<file path="config.mk">
export PLATFORM = sky130hd
export DESIGN_NAME = uart_rx_param_flat
export DESIGN_NICKNAME = d
export VERILOG_FILES = /design/src/rtl/uart_pkg.sv /design/src/rtl/uart_rx_param_if.sv /design/src/rtl/uart_rx_sampler.sv /design/src/rtl/uart_rx_param.sv /design/src/flat_wrapper.sv
export SDC_FILE = /design/constraint.sdc
export NUM_CORES = 1
export LEC_CHECK = 0
export BUFFER_PORTS_ARGS = -buffer_cell sky130_fd_sc_hd__buf_2
export CORE_ASPECT_RATIO = 0.5
export CORE_MARGIN = 2
export CORE_UTILIZATION = 50
export DETAILED_ROUTE_END_ITERATION = 6
export HOLD_SLACK_MARGIN = 0.02
export PLACE_DENSITY_LB_ADDON = 0.05
export SLEW_MARGIN = 30
export SYNTH_ARGS = -nofsm -noshare
export SYNTH_HDL_FRONTEND = slang
export SYNTH_SLANG_ARGS = --single-unit
</file>
<file path="constraint.sdc">
create_clock -name i_clk -period 2.36 [get_ports i_clk]
set_input_delay 0.472 -clock i_clk [delete_from_list [all_inputs] [get_ports i_clk]]
set_output_delay 0.472 -clock i_clk [all_outputs]
set_load 0.02 [all_outputs]
</file>
<file path="src/rtl/uart_pkg.sv">
// Constants and state encoding shared by the parametrised UART receiver and transmitter.
package uart_pkg;

    localparam int PAR_NONE = 0;
    localparam int PAR_ODD  = 1;
    localparam int PAR_EVEN = 2;

    typedef enum logic [2:0] {
        IDLE      = 3'd0,
        START     = 3'd1,
        DATA      = 3'd2,
        PARITY    = 3'd3,
        STOP      = 3'd4,
        LOAD      = 3'd5,
        WAIT_HIGH = 3'd6
    } rx_state_e;

    // Parity bit a transmitter appends; unused upper data bits must be zero.
    function automatic logic parity_bit(input logic [8:0] data, input int mode);
        return (mode == PAR_ODD) ? ~^data : ^data;
    endfunction

endpackage

</file>
<file path="src/rtl/uart_rx_param_if.sv">
// Serial line plus valid/ready output handshake of the UART receiver.
interface uart_rx_param_if #(
    parameter int DATA_BITS = 8
) ();
    logic                 i_uart_rx;
    logic                 i_ready;
    logic [DATA_BITS-1:0] o_data;
    logic                 o_valid;
    logic                 o_parity_err;
    logic                 o_frame_err;
    logic                 o_overrun;
    logic                 o_busy;

    modport master (
        input  i_uart_rx, i_ready,
        output o_data, o_valid, o_parity_err, o_frame_err, o_overrun, o_busy
    );

    modport slave (
        output i_uart_rx, i_ready,
        input  o_data, o_valid, o_parity_err, o_frame_err, o_overrun, o_busy
    );
endinterface

</file>
<file path="src/rtl/uart_rx_sampler.sv">
// RX pin conditioning: 2-flop synchroniser, 3-sample majority window and the armed flag.
module uart_rx_sampler (
    input  logic i_clk,
    input  logic i_rst,
    input  logic i_rx,
    output logic o_line,
    output logic o_bit,
    output logic o_armed
);
    logic [1:0] sync_q;
    logic [1:0] known_q;
    logic [2:0] win_q;
    logic       armed_q;

    always_ff @(posedge i_clk or posedge i_rst) begin
        if (i_rst) begin
            sync_q  <= '1;
            known_q <= '0;
            win_q   <= '1;
            armed_q <= 1'b0;
        end else begin
            // NOTE: non-blocking so every flop samples the pre-edge value of its neighbour.
            sync_q  <= {sync_q[0], i_rx};
            known_q <= {known_q[0], 1'b1};
            win_q   <= {win_q[1:0], sync_q[1]};
            // The preset 1s must flush out before a high line can arm the receiver.
            armed_q <= armed_q | (known_q[1] & sync_q[1]);
        end
    end

    assign o_line  = sync_q[1];
    assign o_bit   = (win_q[0] & win_q[1]) | (win_q[0] & win_q[2]) | (win_q[1] & win_q[2]);
    assign o_armed = armed_q;

endmodule

</file>
<file path="src/rtl/uart_rx_param.sv">
// Parametrised UART receiver: configurable width/parity/stop bits, majority sampling,
// error flags and a valid/ready output register with sticky overrun.
module uart_rx_param
    import uart_pkg::*;
#(
    parameter int CLKS_PER_BIT = 217,
    parameter int DATA_BITS    = 8,
    parameter int PARITY       = PAR_NONE,
    parameter int STOP_BITS    = 1
) (
    input logic            i_clk,
    input logic            i_rst,
    uart_rx_param_if.master rx_if
);
    localparam int                CNT_W    = $clog2(CLKS_PER_BIT);
    localparam int                IDX_W    = $clog2(DATA_BITS);
    localparam logic [CNT_W-1:0]  HALF     = CNT_W'(CLKS_PER_BIT / 2);
    localparam logic [CNT_W-1:0]  LAST     = CNT_W'(CLKS_PER_BIT - 1);
    localparam logic [IDX_W-1:0]  IDX_LAST = IDX_W'(DATA_BITS - 1);
    localparam logic              STOP_LAST = 1'(STOP_BITS - 1);

    logic line, bit_maj, armed;

    uart_rx_sampler u_sampler (
        .i_clk   (i_clk),
        .i_rst   (i_rst),
        .i_rx    (rx_if.i_uart_rx),
        .o_line  (line),
        .o_bit   (bit_maj),
        .o_armed (armed)
    );

    rx_state_e            state_q;
    logic [CNT_W-1:0]     cnt_q;
    logic [IDX_W-1:0]     idx_q;
    logic                 stop_idx_q;
    logic [DATA_BITS-1:0] shift_q;
    logic                 perr_q, ferr_q;
    logic [DATA_BITS-1:0] data_q;
    logic                 valid_q, perr_out_q, ferr_out_q, overrun_q, busy_q;

    logic tick, xfer;
    assign tick = (cnt_q == LAST);
    assign xfer = valid_q & rx_if.i_ready;

    always_ff @(posedge i_clk or posedge i_rst) begin
        if (i_rst) begin
            state_q    <= IDLE;
            cnt_q      <= '0;
            idx_q      <= '0;
            stop_idx_q <= 1'b0;
            shift_q    <= '0;
            perr_q     <= 1'b0;
            ferr_q     <= 1'b0;
            data_q     <= '0;
            valid_q    <= 1'b0;
            perr_out_q <= 1'b0;
            ferr_out_q <= 1'b0;
            overrun_q  <= 1'b0;
            busy_q     <= 1'b0;
        end else begin
            cnt_q <= cnt_q + 1'b1;
            // A LOAD below overrides this drop of valid, keeping the register full.
            if (xfer) begin
                valid_q   <= 1'b0;
                overrun_q <= 1'b0;
            end

            case (state_q)
                IDLE: begin
                    cnt_q <= '0;
                    if (armed && !line) begin
                        state_q <= START;
                        busy_q  <= 1'b1;
                        perr_q  <= 1'b0;
                        ferr_q  <= 1'b0;
                    end
                end
                START: if (cnt_q == HALF) begin
                    cnt_q <= '0;
                    idx_q <= '0;
                    if (bit_maj) begin
                        state_q <= IDLE;
                        busy_q  <= 1'b0;
                    end else begin
                        state_q <= DATA;
                    end
                end
                DATA: if (tick) begin
                    cnt_q          <= '0;
                    shift_q[idx_q] <= bit_maj;
                    if (idx_q == IDX_LAST) begin
                        state_q    <= (PARITY != PAR_NONE) ? uart_pkg::PARITY : STOP;
                        stop_idx_q <= 1'b0;
                    end else begin
                        idx_q <= idx_q + 1'b1;
                    end
                end
                uart_pkg::PARITY: if (tick) begin
                    cnt_q   <= '0;
                    perr_q  <= (bit_maj != parity_bit(9'(shift_q), PARITY));
                    state_q <= STOP;
                end
                STOP: if (tick) begin
                    cnt_q <= '0;
                    if (!bit_maj) ferr_q <= 1'b1;
                    if (stop_idx_q == STOP_LAST) state_q <= LOAD;
                    else                         stop_idx_q <= stop_idx_q + 1'b1;
                end
                LOAD: begin
                    if (!valid_q || rx_if.i_ready) begin
                        data_q     <= shift_q;
                        perr_out_q <= perr_q;
                        ferr_out_q <= ferr_q;
                        valid_q    <= 1'b1;
                    end else begin
                        overrun_q  <= 1'b1;
                    end
                    state_q <= ferr_q ? WAIT_HIGH : IDLE;
                    busy_q  <= ferr_q;
                end
                WAIT_HIGH: if (line) begin
                    state_q <= IDLE;
                    busy_q  <= 1'b0;
                end
                default: begin
                    state_q <= IDLE;
                    busy_q  <= 1'b0;
                end
            endcase
        end
    end

    assign rx_if.o_data       = data_q;
    assign rx_if.o_valid      = valid_q;
    assign rx_if.o_parity_err = perr_out_q;
    assign rx_if.o_frame_err  = ferr_out_q;
    assign rx_if.o_overrun    = overrun_q;
    assign rx_if.o_busy       = busy_q;

endmodule

</file>
<file path="src/flat_wrapper.sv">
// flat-port wrapper written by rule: the top's interface ports become plain ports
module uart_rx_param_flat import uart_pkg::*;
#(
    parameter int CLKS_PER_BIT = 217,
    parameter int DATA_BITS    = 8,
    parameter int PARITY       = PAR_NONE,
    parameter int STOP_BITS    = 1
)
  (i_clk, i_rst, rx_if_i_uart_rx, rx_if_i_ready, rx_if_o_data, rx_if_o_valid, rx_if_o_parity_err, rx_if_o_frame_err, rx_if_o_overrun, rx_if_o_busy);
  uart_rx_param_if #(.DATA_BITS(DATA_BITS)) rx_if_i ();
  input logic i_clk;
  input logic i_rst;
  input wire logic [$bits(rx_if_i.i_uart_rx)-1:0] rx_if_i_uart_rx;
  input wire logic [$bits(rx_if_i.i_ready)-1:0] rx_if_i_ready;
  output wire logic [$bits(rx_if_i.o_data)-1:0] rx_if_o_data;
  output wire logic [$bits(rx_if_i.o_valid)-1:0] rx_if_o_valid;
  output wire logic [$bits(rx_if_i.o_parity_err)-1:0] rx_if_o_parity_err;
  output wire logic [$bits(rx_if_i.o_frame_err)-1:0] rx_if_o_frame_err;
  output wire logic [$bits(rx_if_i.o_overrun)-1:0] rx_if_o_overrun;
  output wire logic [$bits(rx_if_i.o_busy)-1:0] rx_if_o_busy;
  assign rx_if_i.i_uart_rx = rx_if_i_uart_rx;
  assign rx_if_i.i_ready = rx_if_i_ready;
  assign rx_if_o_data = rx_if_i.o_data;
  assign rx_if_o_valid = rx_if_i.o_valid;
  assign rx_if_o_parity_err = rx_if_i.o_parity_err;
  assign rx_if_o_frame_err = rx_if_i.o_frame_err;
  assign rx_if_o_overrun = rx_if_i.o_overrun;
  assign rx_if_o_busy = rx_if_i.o_busy;
  uart_rx_param #(.CLKS_PER_BIT(CLKS_PER_BIT), .DATA_BITS(DATA_BITS), .PARITY(PARITY), .STOP_BITS(STOP_BITS)) u_core (.i_clk(i_clk), .i_rst(i_rst), .rx_if(rx_if_i));
endmodule
</file>
## Yosys cells after proc, flatten, opt, wreduce, memory -nomap -nowiden

Index checks and enable logic that the tools add are counted.

| word-level totals | value |
|---|---|
| register bits | 46 |
| input port bits | 4 |
| output and inout port bits | 13 |
| word-level logic and storage cells | 115 |

| cells by class | value |
|---|---|
| $add $sub $neg | 3 |
| magnitude comparators | 2 |
| equal/unequal tests | 21 |
| muxes and demuxes | 43 |
| bitwise gates (word level) | 9 |
| reductions and logical operators | 20 |

Operators with widths:

| kind | number |
|---|---|
| 3-bit 2-to-1 mux | 12 |
| 8-bit one-hot mux with 3 select lines | 1 |
| 3-bit one-hot mux with 7 select lines | 1 |
| 1-bit 2-to-1 mux | 19 |
| 8-bit 2-to-1 mux | 2 |
| 2-bit by 1-bit != test with 1-bit output (second input constant) | 7 |
| 3-bit equality test (second input constant) | 4 |
| 4-bit AND reduction | 3 |
| 9-bit parity | 1 |
| 8-bit by 1-bit adder with 8-bit output (second input constant) | 1 |
| 8-bit bitwise mux | 1 |
| 8-bit by 7-bit equality test with 1-bit output (second input constant) | 1 |
| 8-bit equality test (second input constant) | 1 |
| 2-bit != test (second input constant) | 4 |
| 8-bit AND reduction | 1 |
| 2-bit nonzero test | 4 |
| 3-bit by 2-bit equality test with 1-bit output (second input constant) | 2 |
| 1-bit one-hot mux with 2 select lines | 3 |
| 3-bit one-hot mux with 2 select lines | 1 |
| 1-bit bitwise AND | 5 |
| 1-bit one-hot mux with 5 select lines | 1 |
| 5-bit AND reduction | 1 |
| 3-bit by 4-bit less-than comparator with 1-bit output (second input constant) | 1 |
| 2-bit AND reduction | 2 |
| 15 further kinds | 19 |

## Logic depth before layout (Yosys ltp)

| logic depth | value |
|---|---|
| word-level depth | 6 |
| mapped depth | 7 |
| mapped depth without buffers | 6 |

## Hierarchy

From an unflattened synthesis, not the netlist that was laid out.

| second synthesis, totals | value |
|---|---|
| cells, all modules | 185 |
| area total of the unflattened synthesis | 2154.6 sq um |

Modules (own cells, without submodules):

| module | instances | cells an instance | area each (sq um) | seq. area each (sq um) |
|---|---|---|---|---|
| uart_rx_param | 1 | 173 | 1921.8 | 925.9 |
| uart_rx_sampler | 1 | 12 | 232.7 | 206.4 |

## Worst setup path after synthesis

OpenSTA, ideal clock, no wires.

| timing path | value |
|---|---|
| path kind | reg2reg |
| start point | reg u_core.state_q[2] |
| end point | reg u_core.shift_q[3] |
| library setup time | 125 ps |
| data arrival time | 1945 ps |
| data required time | 2235 ps |
| path slack | 290 ps |
| cell stages (with the launch flop) | 6 |
| buffers on the path | 1 |
| clock period less this slack | 2070 ps |
| cell sequence | dfrtp_1 buf_6 or3b_4 or4_4 nor3b_2 mux2_2 |

| between the ends | value |
|---|---|
| cells in the longest elaborated chain, start to end | 2 |

RTL lines:

| item | RTL line | source |
|---|---|---|
| start, declared | uart_rx_param.sv:33 | `rx_state_e state_q;` |
| start signal, assigned | uart_rx_param.sv:93 | `state_q <= (PARITY != PAR_NONE) ? uart_pkg::PARITY : STOP;` |
| start signal, assigned | uart_rx_param.sv:119 | `state_q <= ferr_q ? WAIT_HIGH : IDLE;` |
| 3-bit by 2-bit equality test with 1-bit output | uart_rx_param.sv:69 | `case (state_q)` |
| 2-bit AND reduction (no source line) | n/a |  |
| end signal, assigned by index | uart_rx_param.sv:91 | `shift_q[idx_q] <= bit_maj;` |
| end, declared | uart_rx_param.sv:37 | `logic [DATA_BITS-1:0] shift_q;` |

Every way passes these cells.
A chain may end at the register's enable or synchronous reset.

## Worst setup path in the final report

| timing path | value |
|---|---|
| start point | reg u_core.state_q[2] |
| end point | reg u_core.idx_q[0] |

| between the ends | value |
|---|---|
| cells in the longest elaborated chain, start to end | 3 |
| elaborated cells on any way between the ends | 8 |
| classes of those cells | eq/ne (5); mux (1); reduce/logical (2) |

RTL lines:

| item | RTL line | source |
|---|---|---|
| 3-bit by 2-bit equality test with 1-bit output / 3-bit by 1-bit equality test with 1-bit output (equally long branches) | uart_rx_param.sv:69 |  |
| 2-bit != test (no source line), or another cell as far along | n/a |  |
| 4-bit AND reduction (no source line) | n/a |  |
| end signal, assigned | uart_rx_param.sv:96 | `idx_q <= idx_q + 1'b1;` |
| end, declared | uart_rx_param.sv:35 | `logic [IDX_W-1:0] idx_q;` |

Parallel ways exist; a longest one is shown, timed or not.

==> impl_metrics.yaml <==
outcome:
  status: "complete, no violations"
power_and_ir_drop:
  power_density_nw_per_um2: 753
  leakage_nw: 1.16
  seq_power_share_pct: 46.6
  switching_share_pct: 27.9
  clockPowerShare_pct: 32.4
  p_int_w: 0.00133
  p_sw_w: 0.000514
  vdd_drop_max_v: 0.000360
  p_comb_share_pct: 20.9
timing:
  fin_ws_ns: 0.292
  setup_viol: 0
  worstMarginPinSlew_ns: 0.591
  min_period_ns: 2.07
  finClkSkew_ns: 0.00665
  timing.hold.ws_ns: 0.161
  slew_violations: 0
  slew_headroom_pct: 60.6
  max_freq_ghz: 0.483
  rsz0062_at_grt: "false"
  setup_tns_ns: 0
  period_share_pct: 87.6
  hold_viol_final: 0
synth:
  syn_nets: 191
  ys.flop_type: "dfrtp_1"
  synth.distinct_cells: 50
  ys_top_cells_by_area: "dfrtp_1 (46%), mux2_2 (10%), dfstp_2 (6.1%), xnor2_1 (2.8%), a21oi_1 (2.3%)"
  synth_top_area_cell: "dfrtp_1"
  synth_seq_cells: 45
  synth-async-reset-ratio_pct: 100
  synth_area_um2: 2160
  postSynthAreaPerCell_um2: 11.8
  synth_warnings: 0
  synth-edff-count: 0
  synth_top_area_share_pct: 46.4
  yosysSeqAreaShare_pct: 52.5
  syn_inst: 183
placed_design:
  io_buffer_count: 16
  place.gp.congestion: 0.828
  hpwl_um: 2880
  dp_slack_ns: 0.307
clock_tree:
  cts.sinks: 45
  cts_made_buffers: 5
  clk-insertion-delay-late_ns: 0.30
  post_cts_resized: 0
  clockRootBuffer: "clkbuf_8"
  hold_buffers: 0
  clk_pin_slew_ns: 0.08
  post_cts_buffers: 0
  htree_levels: 2
  cts_buffer_depth: 2
  cts_tree: "built"
floorplanning:
  initial_core_util_pct: 53.6
  die_x_um: 96.9
  fp.coreArea_um2: 4020
  row_count: 16
  chipHeight_um: 50.5
  num_io_pins: 17
  die_area_um2: 4890
cells_and_area:
  layout.nets: 215
  drive_gt1_share_pct: 32.2
  area_growth_pct: 13.6
  layout_commonest_cell: "dfrtp_1"
  final_cell_mix: "dfrtp_1 (40), mux2_2 (20), buf_2 (16)"
  antenna_cells: 0
global_routing:
  grt_remaining_overflow: 0
  grt_antenna_before_repair: 0
  grt_pass1_wl_um: 6970
  grt_start_max_net_pins: 22
  track_usage_pct: 18.6
  grt_pass1_vias: 1387
critical_path:
  crit_chain: "buf_4 -> or3b_2 -> o32ai_1 -> o21ai_0 -> mux2_2"
  worst-r2r-cell-count: 5
  arrival_ns: 2.26
  cp_data_required_time_ns: 2.55
  startpoint_type: "flip-flop"
  worstPathMaxFanout: 17
  critical_path.max_stage_delay_ns: 0.53
  criticalPathCategory: "flip-flop to flip-flop"
  slowest_stage: "or3b_2"
  end_kind: "flip-flop"
routing:
  drc: 0
  routedWlPerCell_um: 15.3
  routed_wl_um: 4010
  ant_nets: 0
  avgViaCountPerCell: 5.47
  vias: 1434
  drtIter0Drc: 90
  dr.pass1.iters: 4
job:
  max-cap-violations: 0
min_path:
  hold_class: "input port to asynchronous set/reset pin"
-- cells in the mapped netlist, types with 4 or more instances --
cell      instances
dfstp_2           5
ha_1              4
nand2_1          11
xnor2_1           7
a21oi_1          10
inv_1             7
o21ai_0           8
nand3_1           4
mux2_2           20
dfrtp_1          40
nor2_1            6
xor2_1            5
clkbuf_1          5
-- kinds of logic after synthesis --
| group | share of synthesized area, % |
|---|---|
| simple gates | 13.4 |
| flops | 52.5 |
| compound gates | 10.3 |
| mux | 11.8 |
| buf+inv | 3.13 |
| xor+xnor | 5.91 |
| fa+ha+maj | 2.78 |
| other cells | 0.174 |
-- through the flow --
stage | utilization, % | cell area, um^2 | cells | power, W
6_report | 60.9 | 2450 | 262 | 0.00185
4_1_cts | 60.9 | 2450 | 262 | 0.00187
3_3_place_gp | 58.0 | 2330 | 254 | 0.00126
3_5_place_dp | 58.0 | 2330 | 254 | 0.00126
2_1_floorplan | - | 2160 | 183 | 0.00116
5_1_grt | 60.9 | 2450 | 262 | 0.00196
-- state kept, by name (all words and copies together) (netlist names), 2 cells and up --
signal and cells:
u_core.shift_q 8, u_core.state_q 3, u_core.u_sampler.known_q 2, u_core.idx_q 3, u_core.u_sampler.sync_q 2, u_core.cnt_q 8, u_core.u_sampler.win_q 3, u_core.rx_if.o_data 8
-- power groups by stage --
stage	Sequential [W]	Clock, W	Combinational, W
floorplan	0.000879	0	0.000284
global placement	0.000873	0	0.000383
detailed placement	0.000876	0	0.000385
CTS	0.000860	0.000620	0.000388
global route	0.000869	0.000655	0.000434
finish	0.000861	0.000599	0.000386
-- routing by layer --
layer / GRT usage, % / wire, um / vias to the layer above
li1: - / - / 701
met1: 28.2 / 2150 / 701
met2: 26.2 / 1640 / 25
met3: 5.01 / 182 / 7
met4: 4.93 / 36 / 0
met5: 0 / 0 / -
-- critical path, delay by kind of cell (launching register included) --
family | cells | cell delay [ns]
AO/OA/AOI/OAI | 2 | 0.55
buffers and inverters | 1 | 0.19
flip-flops | 1 | 0.38
multiplexers | 1 | 0.31
AND/OR/NAND/NOR | 1 | 0.53
-- area by class of cell --
class | count | area [um^2]
clock buffers | 6 | 82.6
clock inverters | 2 | 37.5
multi-input cells | 123 | 958
flip-flops and latches | 45 | 1130
inverters | 7 | 26.3
repair buffers | 25 | 148
well taps | 54 | 67.6
fillers | 337 | 1570
-- worst paths after layout --
| kind | startpoint | to | slack [ns] |
|---|---|---|---|
| worst max register to register | u_core.state_q[2] | u_core.idx_q[0] | 0.29 |
| worst min register to register | u_core.u_sampler.known_q[0] | u_core.u_sampler.known_q[1] | 0.35 |
| worst min-delay path | i_rst | u_core.rx_if.o_data[5] | 0.16 |
| max in group asynchronous | i_rst | u_core.u_sampler.win_q[2] | 1.58 |
| worst max-delay path | u_core.state_q[2] | u_core.idx_q[0] | 0.29 |
| min in group i_clk | rx_if_i_uart_rx | u_core.u_sampler.sync_q[0] | 0.27 |
(Power assumes the default switching activity.)
